## src/rtl/load_store_unit.sv

```systemverilog
// Load/store unit: aligns and validates data-memory requests, runs one bus
// transaction per accepted access with a bounded wait, and formats load data.
module load_store_unit #(
    parameter int TIMEOUT_CYCLES = 16
) (
    input  logic        clk,
    input  logic        reset,
    input  logic        mem_valid,
    input  logic        mem_we,
    input  logic [2:0]  funct3,
    input  logic [31:0] dAddr,
    input  logic [31:0] dWdata,
    output logic [31:0] dRdata,
    output logic        stall,
    output logic        err,
    output logic        bus_req,
    output logic        bus_we,
    output logic [31:0] bus_addr,
    output logic [3:0]  bus_be,
    output logic [31:0] bus_wdata,
    input  logic        bus_ack,
    input  logic [31:0] bus_rdata
);

    typedef enum logic [1:0] {
        IDLE   = 2'b00,
        ACCESS = 2'b01,
        DONE   = 2'b10
    } state_t;

    state_t      state_r;
    state_t      state_s;
    logic        accept_s;
    logic        timeout_s;
    logic        stall_s;
    logic        err_s;
    logic        we_r;
    logic [2:0]  f3_r;
    logic [1:0]  off_r;
    logic [7:0]  cnt_r;
    logic        timeout_r;
    logic [31:0] drdata_r;
    logic [31:0] addr_r;
    logic [3:0]  be_r;
    logic [31:0] wdata_r;

    // Legal size encoding with the address aligned to the access size.
    function automatic logic req_ok(input logic [2:0] f3, input logic [1:0] a);
        logic ok;
        case (f3)
            3'b000, 3'b100: ok = 1'b1;
            3'b001, 3'b101: ok = ~a[0];
            3'b010:         ok = (a == 2'b00);
            default:        ok = 1'b0;
        endcase
        return ok;
    endfunction

    // Byte lanes touched by the access.
    function automatic logic [3:0] calc_be(input logic [2:0] f3, input logic [1:0] off);
        logic [3:0] be;
        case (f3[1:0])
            2'b00:   be = 4'b0001 << off;
            2'b01:   be = off[1] ? 4'b1100 : 4'b0011;
            default: be = 4'b1111;
        endcase
        return be;
    endfunction

    // Store data replicated across every lane so the byte enables pick it out.
    function automatic logic [31:0] calc_wdata(input logic [2:0] f3, input logic [31:0] d);
        logic [31:0] w;
        case (f3[1:0])
            2'b00:   w = {4{d[7:0]}};
            2'b01:   w = {2{d[15:0]}};
            default: w = d;
        endcase
        return w;
    endfunction

    // Extract the addressed lane and sign/zero extend it.
    function automatic logic [31:0] format_load(input logic [2:0] f3, input logic [1:0] off,
                                                input logic [31:0] rd);
        logic [7:0]  b;
        logic [15:0] h;
        logic [31:0] r;
        b = 8'(rd >> {off, 3'b000});
        h = off[1] ? rd[31:16] : rd[15:0];
        case (f3)
            3'b000:  r = {{24{b[7]}}, b};
            3'b001:  r = {{16{h[15]}}, h};
            3'b100:  r = {24'd0, b};
            3'b101:  r = {16'd0, h};
            default: r = rd;
        endcase
        return r;
    endfunction

    // Next-state logic plus the combinational stall/err handshake.
    always_comb begin
        state_s   = state_r;
        accept_s  = 1'b0;
        timeout_s = 1'b0;
        stall_s   = 1'b0;
        err_s     = 1'b0;
        case (state_r)
            IDLE: begin
                if (mem_valid) begin
                    if (req_ok(funct3, dAddr[1:0])) begin
                        accept_s = 1'b1;
                        stall_s  = 1'b1;
                        state_s  = ACCESS;
                    end else begin
                        err_s = 1'b1;
                    end
                end else begin
                    state_s = IDLE;
                end
            end
            ACCESS: begin
                stall_s = 1'b1;
                if (bus_ack) begin
                    state_s = DONE;
                end else if ((cnt_r + 8'd1) == 8'(TIMEOUT_CYCLES)) begin
                    timeout_s = 1'b1;
                    state_s   = DONE;
                end else begin
                    state_s = ACCESS;
                end
            end
            DONE: begin
                // A mem_valid here belongs to the retiring instruction.
                err_s   = timeout_r;
                state_s = IDLE;
            end
            default: begin
                state_s = IDLE;
            end
        endcase
    end

    // State, latched request, wait counter and load result registers.
    always_ff @(posedge clk or posedge reset) begin
        if (reset) begin
            state_r   <= IDLE;
            we_r      <= 1'b0;
            f3_r      <= 3'b000;
            off_r     <= 2'b00;
            cnt_r     <= 8'd0;
            timeout_r <= 1'b0;
            drdata_r  <= 32'd0;
            addr_r    <= 32'd0;
            be_r      <= 4'b0000;
            wdata_r   <= 32'd0;
        end else begin
            state_r <= state_s;
            if (accept_s) begin
                we_r      <= mem_we;
                f3_r      <= funct3;
                off_r     <= dAddr[1:0];
                addr_r    <= {dAddr[31:2], 2'b00};
                be_r      <= calc_be(funct3, dAddr[1:0]);
                wdata_r   <= calc_wdata(funct3, dWdata);
                cnt_r     <= 8'd0;
                timeout_r <= 1'b0;
            end else if (state_r == ACCESS) begin
                if (bus_ack) begin
                    if (!we_r) begin
                        drdata_r <= format_load(f3_r, off_r, bus_rdata);
                    end
                end else if (timeout_s) begin
                    timeout_r <= 1'b1;
                    if (!we_r) begin
                        drdata_r <= 32'd0;
                    end
                end else begin
                    cnt_r <= cnt_r + 8'd1;
                end
            end
        end
    end

    assign stall     = stall_s & ~reset;
    assign err       = err_s & ~reset;
    assign bus_req   = (state_r == ACCESS);
    assign bus_we    = we_r;
    assign bus_addr  = addr_r;
    assign bus_be    = be_r;
    assign bus_wdata = wdata_r;
    assign dRdata    = drdata_r;

endmodule

```

## config.mk

```make
export PLATFORM = sky130hd
export DESIGN_NAME = load_store_unit
export DESIGN_NICKNAME = d
export VERILOG_FILES = /design/src/rtl/load_store_unit.sv
export SDC_FILE = /design/constraint.sdc
export NUM_CORES = 1
export LEC_CHECK = 0
export CAP_MARGIN = 20
export CELL_PAD_IN_SITES_DETAIL_PLACEMENT = 1
export CELL_PAD_IN_SITES_GLOBAL_PLACEMENT = 1
export CORE_ASPECT_RATIO = 1.4
export CORE_UTILIZATION = 34
export DETAILED_ROUTE_END_ITERATION = 8
export PLACE_DENSITY = 0.88
export SKIP_LAST_GASP = 1
export SLEW_MARGIN = 15
export SYNTH_ARGS = -nofsm -noshare
export SYNTH_HDL_FRONTEND = slang
export SYNTH_SLANG_ARGS = --single-unit
```

## constraint.sdc

```tcl
create_clock -name clk -period 4.69 [get_ports clk]
set_clock_uncertainty 0.15 [all_clocks]
set_input_delay 0.469 -clock clk [delete_from_list [all_inputs] [get_ports clk]]
set_output_delay 0.469 -clock clk [all_outputs]
set_load 0.005 [all_outputs]
```

# --- Yosys cells after proc, flatten, opt, wreduce, memory -nomap -nowiden ---
# Cells that the tools add are included.
totals:
  elab_cells: 81
  in_bits: 104
  out_inout_bits: 104
  register_bits: 115
op_classes:
  eq_ne: 14
  n_reduce_logical: 13
  shift: 2
  bitwise_logic: 6
  mux: 35
  addsub: 1
op_table:
  columns: ["operator", "n"]
  rows:
  - ["32-bit two-way mux", 4]
  - ["32-bit one-hot mux with 4 select lines", 1]
  - ["32-bit one-hot mux with 2 select lines", 1]
  - ["8-bit two-way mux", 4]
  - ["32-bit by 5-bit >> shifter with 8-bit output", 1]
  - ["16-bit two-way mux", 1]
  - ["1-bit two-way mux", 14]
  - ["3-bit equality test (second input constant)", 4]
  - ["8-bit by 1-bit adder with 8-bit output (second input constant)", 1]
  - ["8-bit by 5-bit equality test with 1-bit output (second input constant)", 1]
  - ["2-bit two-way mux", 4]
  - ["4-bit one-hot mux with 2 select lines", 1]
  - ["3-bit by 1-bit equality test with 1-bit output (second input constant)", 2]
  - ["2-bit logical NOT", 3]
  - ["3-bit logical NOT", 2]
  - ["3-bit AND reduction", 2]
  - ["2-bit nonzero test", 3]
  - ["2-bit by 1-bit equality test with 1-bit output (second input constant)", 2]
  - ["4-bit two-way mux", 1]
  - ["1-bit NOT", 4]
  - ["1-bit one-hot mux with 2 select lines", 2]
  - ["2-bit one-hot mux with 2 select lines", 1]
  - ["4-bit AND reduction", 1]
  - ["2-bit OR reduction", 2]
  - ["8 further kinds", 9]

# --- Longest topological paths before layout ---
depth:
  word_depth: 10
  mapped_depth: 8
  depth_no_buf: 5

# --- Worst setup path after synthesis ---
# No wires, ideal clock.
synth_path:
  path_type: "input to output"
  startpoint: "input funct3[0]"
  endpoint: "output stall"
  required_time_ns: 4.071
  arrival_time_ns: 1.674
  cell_stages: 6
  path_buffers: 3
  path_slack_ns: 2.397
  cell_sequence: "clkbuf_1 > nor4_2 > o211ai_1 > buf_2 > buf_2 > a211oi_1"
synth_via:
  elab_chain_len: 9
  word_cells_on_any_way: 14
  classes_between: "eq/ne: 4; mux: 6; bitwise: 1; reduce/logical: 3"
synth_rtl:
  columns: ["element", "line", "text"]
  rows:
  - ["start, declared", "10", "input logic [2:0] funct3,"]
  - ["3-bit by 1-bit equality test with 1-bit output, or another cell as far along", "50", "case (f3)"]
  - ["2-bit OR reduction", "50", null]
  - ["1-bit one-hot mux with 3 select lines *", "50", null]
  - ["1-bit two-way mux *", "108", "if (mem_valid) begin"]
  - ["1-bit two-way mux *", "106", "case (state_r)"]
  - ["1-bit two-way mux *", "109", "if (req_ok(funct3, dAddr[1:0])) begin"]
  - ["1-bit two-way mux *", "108", null]
  - ["1-bit one-hot mux with 2 select lines *", "106", null]
  - ["1-bit bitwise AND *", "183", "assign stall = stall_s & ~reset;"]
  - ["end, declared", "14", "output logic stall,"]
# Mark *: on every way between the ends. The rest lies on a longest branch, timed or not. The select of a mux whose other input is x is not followed.

# --- Final worst setup path ---
# Same ends and word-level chain as after synthesis.

==> impl_metrics.env <==
export IMPL_status="complete, but fails checks"
export IMPL_violations="design-rule violations"
export IMPL_fin_crit_sh_pct=64.66
export IMPL_worst_path_most_repeated_cell="clkdlybuf4s50_1"
export IMPL_fin_tns_setup_ps=0
export IMPL_crit_end="stall"
export IMPL_top_layer="met4"
export IMPL_cts_buffer_depth=2
export IMPL_placed_area_um2=7868
export IMPL_syn_inst=517
export IMPL_ctsResizeCount=0
export IMPL_min_period_ps=3033
export IMPL_fmaxAchievable_ghz=0.3298
export IMPL_regToRegStartpoint="off_r[1]"
export IMPL_startpoint_type="input pin"
export IMPL_grt_pass1_wl_um=30540
export IMPL_port_buffers=205
export IMPL_regArea_um2=2878
export IMPL_dr_pass1_iters=8
export IMPL_clk_pin_slew_ps=60
export IMPL_hold_viol_final=0
export IMPL_crit_chain="clkdlybuf4s50_1 -> buf_4 -> nor4_2 -> o211ai_1 -> a211oi_1 -> clkdlybuf4s50_1"
export IMPL_synth_avg_cell_area_um2=11.11
export IMPL_synth_ff_type="dfrtp_1"
export IMPL_vias=4981
export IMPL_clock_sinks=115
export IMPL_fillers=1754
export IMPL_static_leakage_power_nw=3.663
export IMPL_relSlewSlack_pct=37.56
export IMPL_dp_final_hpwl_um=14040
export IMPL_min_path_type="reg2reg"
export IMPL_cts_hold_repair_buffers=0
export IMPL_die_x_um=111.8
export IMPL_cts_tree="done"
export IMPL_worstSkewPairLatency_ps=410
export IMPL_yosys_warnings=0
export IMPL_antenna_found_initial=0
export IMPL_cts_root_buffer="clkbuf_16"
export IMPL_rsz0062_at_grt="no"
export IMPL_die_area_um2=17420
export IMPL_ios=208
export IMPL_p_seq_share_pct=36.4
export IMPL_tightest_slew_ps=933.2
export IMPL_grt_pass1_vias=5582
export IMPL_clockPowerShare_pct=31.6
export IMPL_wl_met2_um=10370
export IMPL_multi_input_area_um2=2480
export IMPL_critPathArrivalTime_ps=2410
export IMPL_worst_setup_path_end_kind="output port"
export IMPL_crit_path_max_fanout=14
export IMPL_r2r_end="dRdata[8]"
export IMPL_drv_slew=0
export IMPL_dieHeight_um=155.8
export IMPL_synth_edff_count=0
export IMPL_rows=55
export IMPL_cp_required_ps=4070
export IMPL_track_usage_pct=22.62
export IMPL_gr_total_overflow=0
export IMPL_yosysMostFrequentCell="dfrtp_1"
export IMPL_grt_max_degree=83
export IMPL_intPower_mw=2.806
export IMPL_syn_area_um2=5743
export IMPL_worstRegToRegCells=4
export IMPL_synth_commonest_cells="dfrtp_1 (115), nand2_1 (47), inv_1 (37), mux2_1 (32), o21ai_0 (30)"
export IMPL_vias_per_cell=5.391
export IMPL_p_switching_mw=1.207
export IMPL_drive_above_1_share_pct=12.00
export IMPL_ys_ff_latch=115
export IMPL_synth_area_leaders="dfrtp_1 (50%), mux2_1 (6.3%), mux2_2 (5.3%), mux2i_1 (5.1%), nand2_1 (3.1%)"
export IMPL_place_gp_congestion=0.8352
export IMPL_fin_area_um2=8447
export IMPL_wl_met1_um=7101
export IMPL_cts_inserted_buffers=17
export IMPL_area_delta_synth_final_pct=47.08
export IMPL_peakVddDrop_v=0.0002890
export IMPL_wl_per_cell_um=20.78
export IMPL_synthArstFlopShare_pct=100.0
export IMPL_htreeDepth=4
export IMPL_antenna_left=0
export IMPL_antenna_cells=0
export IMPL_fin_nets=817
export IMPL_sw_frac_of_total_pct=30.08
export IMPL_synth_distinct_cells=54
export IMPL_synth_top_area_cell="dfrtp_1"
export IMPL_core_area_um2=16310
export IMPL_drt_iter0_markers=393
export IMPL_synth_top_cell_area_share_pct=50.11
export IMPL_rrSetupSlack_ps=2110
export IMPL_cap_violations=0
export IMPL_ys_seq_area_share_pct=50.11
export IMPL_post_cts_setup_buffers=0
export IMPL_route_detailed_drc=14
export IMPL_wl_met3_um=1364
export IMPL_setup_violations=0
export IMPL_worstSetupPathType="in2out"
export IMPL_routed_wl_um=19200
export IMPL_cpMaxStageDelayCell="clkdlybuf4s50_1"
export IMPL_powerDensity_nw_per_um2=475.1
export IMPL_start_util_pct=35.21
export IMPL_startpoint="funct3[0]"
export IMPL_cp_slowest_stage_delay_ps=600
export IMPL_pwr_share_comb_pct=32.0
metal layers:
| layer | track usage (%) | vias to the layer above |
|---|---|---|
| met5 | 0 | - |
| met4 | 7.851 | 0 |
| met3 | 6.371 | 29 |
| met2 | 42.21 | 207 |
| met1 | 24.19 | 2485 |
| li1 | - | 2260 |
state kept, by name, indices dropped and copies added, names as in the netlist:
| signal | flops |
|---|---|
| bus_addr | 30 |
| timeout_r | 1 |
| state_r | 2 |
| bus_we | 1 |
| cnt_r | 8 |
| bus_be | 4 |
| f3_r | 3 |
| bus_wdata | 32 |
| off_r | 2 |
| dRdata | 32 |
cell usage in the layout (no fill, tap or decap), types with 3 or more instances in the layout:
cell / count
a32oi_1: 8
o21ai_1: 23
or2b_2: 4
nor2_1: 13
clkinv_2: 5
clkbuf_16: 17
inv_1: 36
o21ai_0: 30
o221ai_1: 8
buf_4: 9
mux2_1: 32
dfrtp_1: 115
a221o_1: 8
clkdlybuf4s50_1: 205
a21oi_1: 15
mux2_2: 27
nor3_1: 3
nand2b_1: 14
o211ai_1: 10
nand3_1: 4
mux2i_1: 29
nand2_1: 47
inv_6: 3
clkinvlp_4: 3
a31o_2: 3
a222oi_1: 16
cells by family (layout without fill, tap and decap cells):
| family | after synthesis | after routing | share of synthesized area, % |
|---|---|---|---|
| compound gates | 130 | 130 | 15.71 |
| xor+xnor | 2 | 2 | 0.3051 |
| fa+ha+maj | 1 | 1 | 0.2178 |
| buf+inv | 76 | 283 | 6.884 |
| flops | 115 | 115 | 50.11 |
| mux | 91 | 91 | 17.54 |
| other cells | 1 | 2 | 0.06530 |
| simple gates | 101 | 101 | 9.172 |
layout make-up:
class | instances | share of cell area [%]
Clock inverter | 13 | 1.585
Inverter | 37 | 1.703
Tap cell | 199 | 2.948
Sequential cell | 115 | 34.07
Clock buffer | 19 | 5.244
Timing Repair Buffer | 214 | 25.09
Multi-Input combinational cell | 327 | 29.36
power groups by stage:
stage,Clock (mW),Sequential (mW),Combinational (mW)
final,1.27,1.46,1.28
after global routing,1.34,1.50,1.38
after CTS,1.30,1.46,1.30
after detailed placement,0,1.48,1.28
after global placement,0,1.45,1.22
after floorplan,0,1.43,0.566
critical path, delay by kind of cell:
kind,cells,cell delay (ps)
buf+inv,3,1190
compound gates,2,430
simple gates,1,310
worst min-delay path by stage:
stage | slack, ps | from | cells past startpoint | to
global route | 370 | bus_addr[2] | 1 | bus_addr[2]
CTS | 340 | bus_wdata[29] | 2 | bus_wdata[29]
finish | 340 | bus_wdata[30] | 2 | bus_wdata[30]
global placement | 310 | bus_wdata[29] | 2 | bus_wdata[29]
detailed placement | 320 | bus_wdata[9] | 2 | bus_wdata[9]
floorplan | 310 | timeout_r | 1 | timeout_r
per-stage QoR:
step / total power [mW] / hold slack [ps] / std cells / util (%) / setup WS (ps)
4_1_cts: 4.059 / 338.9 / 924 / 51.78 / 1612
5_1_grt: 4.217 / 368.7 / 924 / 51.79 / 1537
2_1_floorplan: 1.999 / 314.3 / 518 / - / 1027
3_3_place_gp: 2.665 / 311.5 / 892 / 48.24 / 1416
6_report: 4.013 / 335.8 / 924 / 51.79 / 1657
3_5_place_dp: 2.758 / 324.2 / 892 / 48.24 / 1312
Note: power is estimated with default switching activity, not from simulation.
